### config.mk
export PLATFORM = sky130hd
export DESIGN_NAME = pio_out_clkdiv
export DESIGN_NICKNAME = d
export VERILOG_FILES = /design/src/rtl/pio_pkg.sv /design/src/rtl/pio_clkdiv.sv /design/src/rtl/pio_out_clkdiv.sv
export SDC_FILE = /design/constraint.sdc
export NUM_CORES = 1
export LEC_CHECK = 0
export ABC_AREA = 1
export ABC_CLOCK_PERIOD_IN_PS = 1550
export CORE_UTILIZATION = 35
export CTS_CLUSTER_SIZE = 30
export DETAILED_ROUTE_END_ITERATION = 7
export PLACE_DENSITY = 0.66
export SYNTH_ARGS = -nofsm -noshare
export SYNTH_HDL_FRONTEND = slang
export SYNTH_SLANG_ARGS = --single-unit
### constraint.sdc
create_clock -name clk -period 1.55 [get_ports clk]
set_clock_uncertainty 0.2 [all_clocks]
set_input_delay 0.155 -clock clk [delete_from_list [all_inputs] [get_ports clk]]
set_output_delay 0.155 -clock clk [all_outputs]
set_load 0.02 [all_outputs]
### src/rtl/pio_pkg.sv
// pio_pkg: register map addresses and bus width shared by the PIO output block.
package pio_pkg;
  localparam int RDATA_W = 32;
  localparam logic [2:0] ADDR_DATA   = 3'd0;
  localparam logic [2:0] ADDR_MODE   = 3'd1;
  localparam logic [2:0] ADDR_DIV    = 3'd2;
  localparam logic [2:0] ADDR_SET    = 3'd3;
  localparam logic [2:0] ADDR_CLR    = 3'd4;
  localparam logic [2:0] ADDR_STATUS = 3'd5;
endpackage

### src/rtl/pio_clkdiv.sv
// pio_clkdiv: half-period down-counter and phase toggle for the divided clock outputs.
module pio_clkdiv #(
  parameter int DIV_W = 16
) (
  input  logic             clk,
  input  logic             reset_n,
  input  logic             run,
  input  logic [DIV_W-1:0] div,
  input  logic             div_load,
  output logic             phase
);
  logic [DIV_W-1:0] cnt_q, cnt_d;
  logic phase_q, phase_d;
  // Idle holds the reload value, so the first running edge already counts from DIV.
  always_comb begin
    cnt_d   = (!run || div_load || cnt_q == '0) ? div : cnt_q - 1'b1;
    phase_d = !run ? 1'b0 : (!div_load && cnt_q == '0) ? ~phase_q : phase_q;
  end
  always_ff @(posedge clk or negedge reset_n) begin
    if (!reset_n) begin
      cnt_q   <= '0;
      phase_q <= 1'b0;
    end else begin
      cnt_q   <= cnt_d;
      phase_q <= phase_d;
    end
  end
  assign phase = phase_q;
endmodule

### src/rtl/pio_out_clkdiv.sv
// pio_out_clkdiv: Avalon-MM PIO output with per-bit divided-clock mode.
// Define PIO_BITSET_EN to enable atomic SET/CLR writes to DATA.
module pio_out_clkdiv
  import pio_pkg::*;
#(
  parameter int          WIDTH      = 2,
  parameter int          DIV_W      = 16,
  parameter logic [31:0] RESET_DATA = 32'd0
) (
  input  logic               clk,
  input  logic               reset_n,
  input  logic               chipselect,
  input  logic               write_n,
  input  logic [2:0]         address,
  input  logic [31:0]        writedata,
  output logic [RDATA_W-1:0] readdata,
  output logic [WIDTH-1:0]   out_port
);
`ifdef PIO_BITSET_EN
  localparam bit BITSET_EN = 1'b1;
`else
  localparam bit BITSET_EN = 1'b0;
`endif
  logic [WIDTH-1:0] data_q, data_d, mode_q, mode_d, out_q, out_d;
  logic [DIV_W-1:0] div_q, div_d;
  logic wr, run, phase, div_load;
  assign wr       = chipselect & ~write_n;
  assign run      = |mode_q;
  assign div_load = wr && address == ADDR_DIV;
  always_comb begin
    data_d = data_q;
    if (wr && address == ADDR_DATA) data_d = writedata[WIDTH-1:0];
    if (BITSET_EN && wr && address == ADDR_SET) data_d = data_q | writedata[WIDTH-1:0];
    if (BITSET_EN && wr && address == ADDR_CLR) data_d = data_q & ~writedata[WIDTH-1:0];
    mode_d = (wr && address == ADDR_MODE) ? writedata[WIDTH-1:0] : mode_q;
    div_d  = div_load ? writedata[DIV_W-1:0] : div_q;
    out_d  = (mode_q & {WIDTH{phase}}) ^ data_q;
  end
  always_comb begin
    readdata = '0;
    case (address)
      ADDR_DATA:   readdata[WIDTH-1:0] = data_q;
      ADDR_MODE:   readdata[WIDTH-1:0] = mode_q;
      ADDR_DIV:    readdata[DIV_W-1:0] = div_q;
      ADDR_STATUS: readdata[0]         = run;
      default:     readdata            = '0;
    endcase
  end
  // The divider sees the incoming DIV so a write restarts the half-period on its own edge.
  pio_clkdiv #(.DIV_W(DIV_W)) u_clkdiv (
    .clk      (clk),
    .reset_n  (reset_n),
    .run      (run),
    .div      (div_d),
    .div_load (div_load),
    .phase    (phase)
  );
  always_ff @(posedge clk or negedge reset_n) begin
    if (!reset_n) begin
      data_q <= RESET_DATA[WIDTH-1:0];
      mode_q <= '0;
      div_q  <= '0;
      out_q  <= RESET_DATA[WIDTH-1:0];
    end else begin
      data_q <= data_d;
      mode_q <= mode_d;
      div_q  <= div_d;
      out_q  <= out_d;
    end
  end
  assign out_port = out_q;
endmodule

After elaboration in Yosys (flattened, before gate mapping)

Cells that the tools add are included.

Flip-flop bits (word level): 39
Bits in latches: 0
RAM bits: 0
Bits in read-only memories: 0
Bits of input ports: 39
Output and inout bits: 34
Logic and storage cells: 34
Memories: 0

Add/subtract/negate cells: 1
$mul: 0
Divide/modulo/power cells: 0
$lt $le $gt $ge: 0
Equality and inequality tests: 4
Shift operators: 0
Muxes and demuxes: 7
Bitwise operators: 5
Reduce and logical (&&, ||, !) cells: 11

Operators with widths:

| operator                                                               | count |
|---|---|
| 16-bit two-way mux                                                     | 2 |
| 16-bit logical NOT                                                     | 1 |
| 16-bit by 1-bit subtractor with 16-bit output (second input constant)  | 1 |
| 14-bit two-way mux                                                     | 1 |
| 1-bit logical AND                                                      | 4 |
| 1-bit case mux with 4 select lines                                     | 1 |
| 3-bit by 1-bit equality test with 1-bit output (second input constant) | 1 |
| 3-bit by 2-bit equality test with 1-bit output (second input constant) | 1 |
| 3-bit equality test (second input constant)                            | 1 |
| 3-bit logical NOT                                                      | 1 |
| 1-bit case mux with 3 select lines                                     | 1 |
| 2-bit AND                                                              | 1 |
| 1-bit logical NOT                                                      | 2 |
| 1-bit logical OR                                                       | 2 |
| 1-bit two-way mux                                                      | 2 |
| 2-bit inequality test (second input constant)                          | 1 |
| 1-bit inverter                                                         | 2 |
| 2-bit OR reduction                                                     | 1 |
| 2-bit XOR                                                              | 1 |
| 1-bit AND                                                              | 1 |

Depth between registers and ports, before layout

Depth after elaboration: 7
Depth in mapped cells: 10
Depth with buffers taken out: 9

Modules after synthesis

A second synthesis with hierarchy kept.

Cells, all modules: 330
Area total of the unflattened synthesis: 2323.5 um2

By module, submodules not included:

| module         | times used | cells an instance | area each (um2) | seq. area each (um2) |
|---|---|---|---|---|
| pio_out_clkdiv | 1          | 165               | 1238.7          | 550.5 |
| pio_clkdiv     | 1          | 165               | 1084.8          | 425.4 |

Worst setup path before layout

Ideal clock, no wire load.

Kind: reg2reg
Start: register u_clkdiv.cnt_q[0]
End: register u_clkdiv.cnt_q[10]
Library setup time: 0.116 ns
Arrival time: 1.351 ns
Data required time: 1.234 ns
Setup slack: -0.117 ns
Cell stages (with the launch flop): 11
Path buffers: 1
Clock period less this slack: 1.667 ns
Path through: dfrtp_1 -> inv_1 -> ha_1 -> nand2_2 -> nor2_4 -> nand2_1 -> nand2_2 -> inv_2 -> buf_6 -> nand2_1 -> nand2_1

Longest elaborated chain between the ends: 3
Elaborated cells on any way between the ends: 4
Those cells by class: add/sub (1); mux (1); reduce/logical (2)

RTL lines:

| element                                                                                               | RTL line         | text |
|---|---|---|
| start, declared                                                                                       | pio_clkdiv.sv:12 | `logic [DIV_W-1:0] cnt_q, cnt_d;` |
| start signal, assigned                                                                                | pio_clkdiv.sv:24 | `cnt_q <= cnt_d;` |
| parallel branches: the longest is 2 deep, another holds 16-bit by 1-bit subtractor with 16-bit output | -                |  |
| 16-bit two-way mux *                                                                                  | pio_clkdiv.sv:16 | `cnt_d = (!run \|\| div_load \|\| cnt_q == '0) ? div : cnt_q - 1'b1;` |
| via u_clkdiv.cnt_d[10]                                                                                | pio_clkdiv.sv:12 |  |

Mark *: on every way through the listed nets, which the timed path passes.
A chain may end at the register's enable or synchronous reset.

Final worst setup path

Start: register u_clkdiv.cnt_q[1]
End: register u_clkdiv.cnt_q[8]

Same word-level chain as after synthesis.

==> flow_metrics.py <==
metrics = {
    "outcome": {
        "status": "completed",
    },
    "sta": {
        "drv_slew": 0,
        "fmax_ghz": 0.646,
        "period_minus_slack_ns": 1.55,
        "rsz0062_at_grt": "yes",
        "setup_violations": 0,
        "finalCritPeriodShare_pct": 99.9,
        "holdWs_ns": 0.217,
        "hold_viol_final": 0,
    },
    "detailed_routing": {
        "wl_um": 5440,
        "dr_total_vias": 2157,
        "drcViolationCount": 0,
        "detail-route-antenna-nets": 0,
        "wl_per_cell_um": 11.5,
        "dr.pass1.iters": 4,
        "vias_per_cell": 4.57,
        "drt-initial-drc-count": 71,
    },
    "cts": {
        "cts.sinks": 39,
        "insertion_delay_ns": 0.30,
        "cts_tree": "done",
        "path_clk_slew_ns": 0.08,
        "numCtsBuffers": 5,
        "root_buffer": "clkbuf_8",
        "cts_htree_levels": 2,
        "cts_max_path_buffers": 2,
    },
    "synth": {
        "synth_largest_area_cell": "dfrtp_1",
        "yosys_warnings": 0,
        "dominantRegCellSynth": "dfrtp_1",
        "synth_area_sq_um": 2270,
        "synth_area_leaders": "dfrtp_1 (43%), nand2_1 (18%), nor2_1 (6.6%)",
        "synth_edf_count": 0,
        "synth_seq_cells": 39,
        "synth_top_area_share_pct": 43.0,
        "synthArstFlopShare_pct": 100,
        "avgSynthCellArea_sq_um": 7.42,
        "synth.top_cells.by_count": "nand2_1 (111), nor2_1 (40), dfrtp_1 (39)",
        "synth.distinct_cells": 23,
        "yosysSeqAreaShare_pct": 43.0,
        "postSynthCellCount": 306,
        "synth_most_common_cell": "nand2_1",
    },
    "die": {
        "start_util_pct": 37.3,
        "die_area_sq_um": 6810,
        "dieWidth_um": 82.6,
        "io_pins": 73,
        "die_y_um": 82.6,
        "rows": 28,
        "coreArea_sq_um": 6100,
    },
    "setup_path": {
        "r2r_setup_slack_ns": 0.002,
        "critPathKind": "flip-flop to flip-flop",
        "crit_arrival_ns": 1.59,
        "critPathLaunchType": "flip-flop",
        "required_ns": 1.59,
        "reg2regPathDepth": 9,
        "crit_fanout": 7,
        "endpoint_kind": "flip-flop",
    },
    "pwr": {
        "peakVddDrop_mv": 0.597,
        "power.density_nw_per_um2": 1460,
        "p_leak_uw": 0.00171,
        "total_power_uw": 4820,
    },
    "grt": {
        "track_usage_pct": 17.1,
        "antenna_found_initial": 0,
        "grt_pass1_wl_um": 8690,
        "grt_pass1_vias": 1981,
        "grt_remaining_overflow": 0,
        "grt_start_max_net_pins": 40,
    },
    "run": {
        "max_cap_viol_count": 0,
    },
    "place": {
        "io_buffers": 40,
        "dp_hpwl_um": 3670,
        "gp_congestion": 0.833,
    },
    "worst_hold_path": {
        "hold_class": "input port to flip-flop",
        "hold_depth": 3,
    },
    "final_layout": {
        "drive_gt1_share_pct": 34.5,
        "num-nets-final": 436,
        "insertedDiodeCount": 0,
        "area_growth_pct": 45.1,
    },
}
-- registers in the layout (all words and copies together), names as in the netlist --
register and cells:
mode_q 2, u_clkdiv.phase 1, div_q 16, data_q 2, u_clkdiv.cnt_q 16, out_port 2
-- stage by stage --
step	util (%)	setup slack [ns]	setup TNS, ns	cell area (sq um)	instances
final	54.1	0.00164	0	3300	472
after global placement	49.0	-0.558	-19.26	2990	454
after CTS	51.8	-0.0297	-0.0340	3160	466
after global routing	54.1	-0.0879	-1.19	3300	472
after detailed placement	49.0	-0.669	-20.85	2990	454
after floorplan	-	0.00949	0	2340	321
-- cell families after synthesis --
logic type | synth area share [%]
buffers and inverters | 13.9
other | 0.165
and+or+nand+nor | 32.0
DFF | 43.0
adders and majority gates | 0.551
xor gates and xnor gates | 2.70
AOI/OAI and AO/OA | 7.71
-- power by group --
group          switching, uW  internal (uW)  total (uW)
logic                   1300           1180        2480
registers                246           1360        1610
clock network            364            365         729
-- area by class of cell --
class                      instances  area, sq um
fill                             581         2800
multi-input combinational        224         1210
sequential                        39          977
timing repair buffer              90          783
inverter                          36          138
tap                               75         93.8
clock buffer                       7         86.3
clock inverter                     1         8.76
-- worst max-delay path, cell delays in order, from the launching register on --
cell	delay, ns
dfrtp_1	0.39
inv_2	0.07
ha_4	0.15
nand2_4	0.08
nor2_4	0.10
nand2_2	0.07
nand2_4	0.14
clkbuf_16	0.18
nand2_1	0.06
nand2_1	0.05
-- layer usage --
layer  up-vias  share of wire [%]  GRT usage [%]
li1       1080                  -              -
met1      1008                 45           21.7
met2        63                 50           28.8
met3         6                4.4           4.18
met4         0                1.2           5.17
met5         -                  0              0
-- worst paths after layout --
kind,from,to
setup / recovery,u_clkdiv.cnt_q[1],u_clkdiv.cnt_q[8]
hold / removal,writedata[14],div_q[14]
setup reg to reg,u_clkdiv.cnt_q[1],u_clkdiv.cnt_q[8]
hold reg to reg,div_q[13],div_q[13]
max in group asynchronous,reset_n,u_clkdiv.cnt_q[3]
min in group asynchronous,reset_n,data_q[1]
-- timing repair --
item                                    CTS  global route
endpoints found under the setup margin   47            32
gates cloned                              1             1
setup buffers                             2             5
resized for setup                        60            71
hold buffers                              1             0
pin swaps                                 3            22
endpoints found under the hold margin    39             0
-- cells in the final DEF, fill, tap and decap left out, drive strengths merged --
cell type / n
nand2: 114
buf: 57
nor2: 43
dfrtp: 39
inv: 36
o21ai: 26
clkdlybuf4s50: 18
conb: 16
clkbuf: 16
nand3: 12
dlygate4sd2: 5
xnor2: 4
xor2: 3
nand3b: 2
nand4: 2
nor3: 1
ha: 1
clkinv: 1
dlygate4sd3: 1
Note: power is estimated with default switching activity, not from simulation.
